$ cat config.mk
export PLATFORM = sky130hd
export DESIGN_NAME = tl_ul_lim_arbiter
export DESIGN_NICKNAME = d
export VERILOG_FILES = /design/src/rtl/tl_ul_lim_arbiter.sv
export SDC_FILE = /design/constraint.sdc
export NUM_CORES = 1
export LEC_CHECK = 0
export BUFFER_PORTS_ARGS = -buffer_cell sky130_fd_sc_hd__buf_2
export CAP_MARGIN = 20
export CORE_AREA = 2 2 148 150
export DETAILED_ROUTE_END_ITERATION = 12
export DIE_AREA = 0 0 150 152
export PLACE_DENSITY = 0.38
export REMOVE_ABC_BUFFERS = 1
export SLEW_MARGIN = 20
export SYNTH_ARGS = -nofsm -noshare
export SYNTH_HDL_FRONTEND = slang
export SYNTH_SLANG_ARGS = --single-unit
$ cat constraint.sdc
create_clock -name clock -period 2.74 [get_ports clock]
set_input_delay 0.411 -clock clock [delete_from_list [all_inputs] [get_ports clock]]
set_output_delay 0.411 -clock clock [all_outputs]
set_load 0.01 [all_outputs]
$ cat src/rtl/tl_ul_lim_arbiter.sv
// tl_ul_lim_arbiter: two-master TL-UL arbiter in front of the LIM/buffer slave.
// The A channel is round-robin with a grant lock while a beat is stalled.
// The master ID is prepended to the A source, and D responses are routed back by that bit.
// Per-master in-flight counters cap the outstanding requests.
module tl_ul_lim_arbiter #(
   parameter int SRC_W        = 2,
   parameter int ADDR_W       = 32,
   parameter int DATA_W       = 32,
   parameter int MAX_INFLIGHT = 2
) (
   input  logic                clock,
   input  logic                reset,
   // master 0 (core data port)
   input  logic                m0_a_valid,
   output logic                m0_a_ready,
   input  logic [2:0]          m0_a_opcode,
   input  logic [2:0]          m0_a_param,
   input  logic [2:0]          m0_a_size,
   input  logic [SRC_W-1:0]    m0_a_source,
   input  logic [ADDR_W-1:0]   m0_a_address,
   input  logic [DATA_W/8-1:0] m0_a_mask,
   input  logic [DATA_W-1:0]   m0_a_data,
   output logic                m0_d_valid,
   input  logic                m0_d_ready,
   output logic [2:0]          m0_d_opcode,
   output logic [2:0]          m0_d_size,
   output logic [SRC_W-1:0]    m0_d_source,
   output logic [DATA_W-1:0]   m0_d_data,
   output logic                m0_d_denied,
   // master 1 (system/debug port)
   input  logic                m1_a_valid,
   output logic                m1_a_ready,
   input  logic [2:0]          m1_a_opcode,
   input  logic [2:0]          m1_a_param,
   input  logic [2:0]          m1_a_size,
   input  logic [SRC_W-1:0]    m1_a_source,
   input  logic [ADDR_W-1:0]   m1_a_address,
   input  logic [DATA_W/8-1:0] m1_a_mask,
   input  logic [DATA_W-1:0]   m1_a_data,
   output logic                m1_d_valid,
   input  logic                m1_d_ready,
   output logic [2:0]          m1_d_opcode,
   output logic [2:0]          m1_d_size,
   output logic [SRC_W-1:0]    m1_d_source,
   output logic [DATA_W-1:0]   m1_d_data,
   output logic                m1_d_denied,
   // slave port
   output logic                s_a_valid,
   input  logic                s_a_ready,
   output logic [2:0]          s_a_opcode,
   output logic [2:0]          s_a_param,
   output logic [2:0]          s_a_size,
   output logic [SRC_W:0]      s_a_source,
   output logic [ADDR_W-1:0]   s_a_address,
   output logic [DATA_W/8-1:0] s_a_mask,
   output logic [DATA_W-1:0]   s_a_data,
   input  logic                s_d_valid,
   output logic                s_d_ready,
   input  logic [2:0]          s_d_opcode,
   input  logic [2:0]          s_d_size,
   input  logic [SRC_W:0]      s_d_source,
   input  logic [DATA_W-1:0]   s_d_data,
   input  logic                s_d_denied
);

   localparam int CNT_W = $clog2(MAX_INFLIGHT + 1);
   localparam logic [CNT_W-1:0] CNT_MAX = CNT_W'(MAX_INFLIGHT);
   localparam logic [CNT_W-1:0] CNT_ONE = CNT_W'(1);

   logic             lock_q, lock_d;
   logic             lock_id_q, lock_id_d;
   logic             last_win_q, last_win_d;
   logic [CNT_W-1:0] cnt0_q, cnt0_d;
   logic [CNT_W-1:0] cnt1_q, cnt1_d;

   logic elig0, elig1, grant, grant_elig, a_fire;
   logic d_sel, d_fire0, d_fire1, a_fire0, a_fire1;

   // Grant selection and the combinational A mux; the lock pins the grant to a stalled beat.
   always_comb begin
      elig0 = m0_a_valid && (cnt0_q < CNT_MAX);
      elig1 = m1_a_valid && (cnt1_q < CNT_MAX);
      grant = 1'b0;
      if (lock_q)              grant = lock_id_q;
      else if (elig0 && elig1) grant = !last_win_q;
      else if (elig1)          grant = 1'b1;
      grant_elig = grant ? elig1 : elig0;

      s_a_valid   = grant_elig && !reset;
      s_a_opcode  = grant ? m1_a_opcode  : m0_a_opcode;
      s_a_param   = grant ? m1_a_param   : m0_a_param;
      s_a_size    = grant ? m1_a_size    : m0_a_size;
      s_a_source  = {grant, (grant ? m1_a_source : m0_a_source)};
      s_a_address = grant ? m1_a_address : m0_a_address;
      s_a_mask    = grant ? m1_a_mask    : m0_a_mask;
      s_a_data    = grant ? m1_a_data    : m0_a_data;

      m0_a_ready = s_a_ready && !grant && elig0 && !reset;
      m1_a_ready = s_a_ready &&  grant && elig1 && !reset;

      a_fire  = s_a_valid && s_a_ready;
      a_fire0 = a_fire && !grant;
      a_fire1 = a_fire &&  grant;
   end

   // D routing by the tag bit; non-handshake fields go to both masters unchanged.
   always_comb begin
      d_sel       = s_d_source[SRC_W];
      m0_d_valid  = s_d_valid && !d_sel && !reset;
      m1_d_valid  = s_d_valid &&  d_sel && !reset;
      s_d_ready   = (d_sel ? m1_d_ready : m0_d_ready) && !reset;
      m0_d_opcode = s_d_opcode;
      m1_d_opcode = s_d_opcode;
      m0_d_size   = s_d_size;
      m1_d_size   = s_d_size;
      m0_d_source = s_d_source[SRC_W-1:0];
      m1_d_source = s_d_source[SRC_W-1:0];
      m0_d_data   = s_d_data;
      m1_d_data   = s_d_data;
      m0_d_denied = s_d_denied;
      m1_d_denied = s_d_denied;
      d_fire0     = m0_d_valid && m0_d_ready;
      d_fire1     = m1_d_valid && m1_d_ready;
   end

   // Next state: lock, round-robin pointer and in-flight counters (D on an empty counter saturates at 0).
   always_comb begin
      lock_d     = lock_q;
      lock_id_d  = lock_id_q;
      last_win_d = last_win_q;
      cnt0_d     = cnt0_q;
      cnt1_d     = cnt1_q;

      if (a_fire) begin
         lock_d     = 1'b0;
         last_win_d = grant;
      end else if (s_a_valid) begin
         lock_d    = 1'b1;
         lock_id_d = grant;
      end

      if (a_fire0 && !d_fire0)                      cnt0_d = cnt0_q + CNT_ONE;
      else if (d_fire0 && !a_fire0 && cnt0_q != '0) cnt0_d = cnt0_q - CNT_ONE;

      if (a_fire1 && !d_fire1)                      cnt1_d = cnt1_q + CNT_ONE;
      else if (d_fire1 && !a_fire1 && cnt1_q != '0) cnt1_d = cnt1_q - CNT_ONE;
   end

   // State registers with synchronous reset; m0 wins the first tie.
   always_ff @(posedge clock) begin
      if (reset) begin
         lock_q     <= 1'b0;
         lock_id_q  <= 1'b0;
         last_win_q <= 1'b1;
         cnt0_q     <= '0;
         cnt1_q     <= '0;
      end else begin
         lock_q     <= lock_d;
         lock_id_q  <= lock_id_d;
         last_win_q <= last_win_d;
         cnt0_q     <= cnt0_d;
         cnt1_q     <= cnt1_d;
      end
   end

endmodule

==> results.toml <==
[global_routing]
antenna_found_initial = 0
overflow = 0
grt_pass1_wl_mm = 22.71
grt_pass1_vias = 2527
grt_max_degree = 23
grtUsageTotal = 0.1488

[sta]
timing.final.crit_share = 0.9590
maxSlewHeadroom = 0.7439
timing.hold.ws_ns = 0.4639
hold_viol = 0
drv_slew = 0
worst_slack_ns = 0.1123
tightestPinTransition_ns = 0.3825
rsz0062_at_grt = "false"
fmax_mhz = 380.6
finalClockSkew_ns = 0.0007592
setup_viol = 0
min_period_ns = 2.628

[synthesis]
synth-adder-area-share = 0
synth_mux_area_frac = 0.4321
synth_area_um2 = 2082
synthXorXnorAreaFrac = 0.004207
seq_area_frac_synth = 0.06731
yosys.area.top_type_share = 0.4273
async_flop_share = 0
synth_edf_count = 0
synth.area.top_cells = "mux2_1 43%, buf_4 32%, dfxtp_1 6.7%, nor2_1 1.3%, buf_6 1.1%"
synth_top_family_by_area = "multiplexers"
yosysTopAreaCell = "mux2_1"
synth_compound_area_frac = 0.05529
ys_types = 36
synthCells = 233
ys_ff_latch = 7
syn_avg_cell_area_um2 = 8.936
ys.flop_type = "dfxtp_1"
synth.most_common_cell = "buf_4"
synth-simple-area-share = 0.09976
yosysWarnings = 0
synth_common_cells = "89 x buf_4, 79 x mux2_1, 7 x dfxtp_1, 7 x nor2_1, 6 x nand2_1"

[layout]
diodes = 0
finalCoreUtilization = 0.1487
area_growth_pct = 52.52
filler_cell_count = 2489
final_nets = 613
finish.instance_area_um2 = 3176
drive_above_1_share = 0.6559

[setup_path]
worstSetupStartpointType = "register"
rrSetupSlack_ns = 0.92
r2r_end = "lock_id_q"
critical_path.endpoint_type = "output pin"
arrival_ns = 2.22
crit_type = "register to output pin"
path_common_cell = "buf_12"
path_cells = "or3b_1 > o21a_1 > clkinv_2 > buf_12 > buf_12 > mux2_1 > buf_2"
cp_max_fo = 22
cp_slowest_cell = "or3b_1"
worst_ep_required_time_ns = 2.33
endpoint = "s_a_data[14]"
r2r_start = "lock_q"
rr_worst_depth = 7
critPathMaxStageDelay_ns = 0.40
crit_path_start = "lock_q"

[detailed_routing]
vias_per_cell = 3.646
routed_wl_mm = 18.05
vias = 2494
wl_per_cell_um = 26.38
ant_nets = 0
drt_pass1_iterations = 4
drc = 0
first_iter_violations = 90

[cts]
clock_latency_ns = 0.23
cts_max_path_buffers = 2
clkTransAtPathRegs_ns = 0.04
hold_buffers = 0
cts_inserted_buffers = 3
cts.htree.levels = 1
cts-root-buf = "clkbuf_16"
cts_tree = "done"
clock-sinks = 7

[worst_hold_path]
min_path_type = "register to register"

[floorplan]
core_area_um2 = 21350
initial_utilization = 0.09752
die_w_um = 150
std_cell_rows = 54
die_h_um = 152
die_area_um2 = 22800
io_pins = 376

[status]
status = "complete, no violations"

[power]
p_seq_frac = 0.119
internal_power_w = 0.0005939
power_w = 0.0009592
p_leak_nw = 1.585
peakVddDrop_mv = 0.1855
powerDensity_nw_per_um2 = 302.1
switching_power_w = 0.0003653
clkPwrFrac = 0.262
pwr-share-comb = 0.619
swShare = 0.3809

[placement]
port_buffers = 252
post-place-ws_ns = 0.09636
place_hpwl_mm = 16.88
place_area_um2 = 3093
place_congestion = 0.9537

[job]
cap_violations = 0
-- cells by family after synthesis --
family          after synthesis
buf+inv                      96
mux                          80
simple gates                 34
compound gates               15
flops                         7
xor+xnor                      1
-- critical path, delay by kind of cell, from the launching register on --
family | cells | cell delay, ns
compound gates | 1 | 0.25
buf+inv | 4 | 0.61
flops | 1 | 0.34
mux | 1 | 0.37
simple gates | 1 | 0.40
-- final cells by class --
class,instances,area [um2],area share
tap,280,350.3,0.1103
timing repair buffer,260,1363,0.4291
multi-input combinational,130,1231,0.3877
inverter,3,12.51,0.003940
clock buffer,4,78.83,0.02482
sequential,7,140.1,0.04413
-- cells in the final DEF (no fill, tap or decap), types with 2 or more instances in the layout --
master,count
nor3_1,2
clkbuf_16,3
nand2b_1,3
and3b_1,2
nor2_1,7
inv_1,2
mux2_1,79
nand3b_1,3
a21oi_1,4
o211ai_1,2
buf_4,4
buf_12,3
buf_2,252
nor4bb_1,2
nand2_1,6
o21ai_0,2
dfxtp_1,7
-- layer usage --
metal,track usage,wire length (um)
met3,0.1477,4148
met5,0.04348,126
met2,0.2498,8285
met1,0.1269,5332
met4,0.01752,152
-- worst min path at each step --
| stage | start | endpoint | slack, ns | depth (start not counted) |
|---|---|---|---|---|
| 3_3_place_gp | cnt0_q[0] | cnt0_q[0] | 0.47 | 1 |
| 5_1_grt | cnt0_q[0] | cnt0_q[0] | 0.49 | 1 |
| 3_5_place_dp | cnt0_q[0] | cnt0_q[0] | 0.46 | 1 |
| 4_1_cts | cnt0_q[0] | cnt0_q[0] | 0.47 | 1 |
| 6_report | cnt0_q[0] | cnt0_q[0] | 0.46 | 1 |
| 2_1_floorplan | cnt0_q[0] | cnt0_q[0] | 0.43 | 1 |
-- per-stage QoR --
step	instances	TNS [ns]
finish	684	0
global route	684	0
CTS	684	0
detailed placement	680	0
global placement	680	0
floorplan	140	-6.025
-- timing repair --
item / CTS / global route
resized for setup: 0 / 1
buffers inserted: 0 / 0
setup endpoints to repair: 0 / 3
-- flip-flops by register name, indices dropped and copies added (netlist names) --
signal / cells
lock_q: 1
cnt0_q: 2
lock_id_q: 1
last_win_q: 1
cnt1_q: 2
-- power by group through the flow --
| stage | logic (W) | clock network (W) | registers, W |
|---|---|---|---|
| after detailed placement | 0.000607 | 0 | 0.000116 |
| after global placement | 0.000611 | 0 | 0.000116 |
| after floorplan | 0.000252 | 0 | 0.000114 |
| final | 0.000594 | 0.000251 | 0.000114 |
| after CTS | 0.000611 | 0.000254 | 0.000114 |
| after global routing | 0.000652 | 0.000264 | 0.000115 |
No activity file was read; power rests on OpenSTA's default activity.
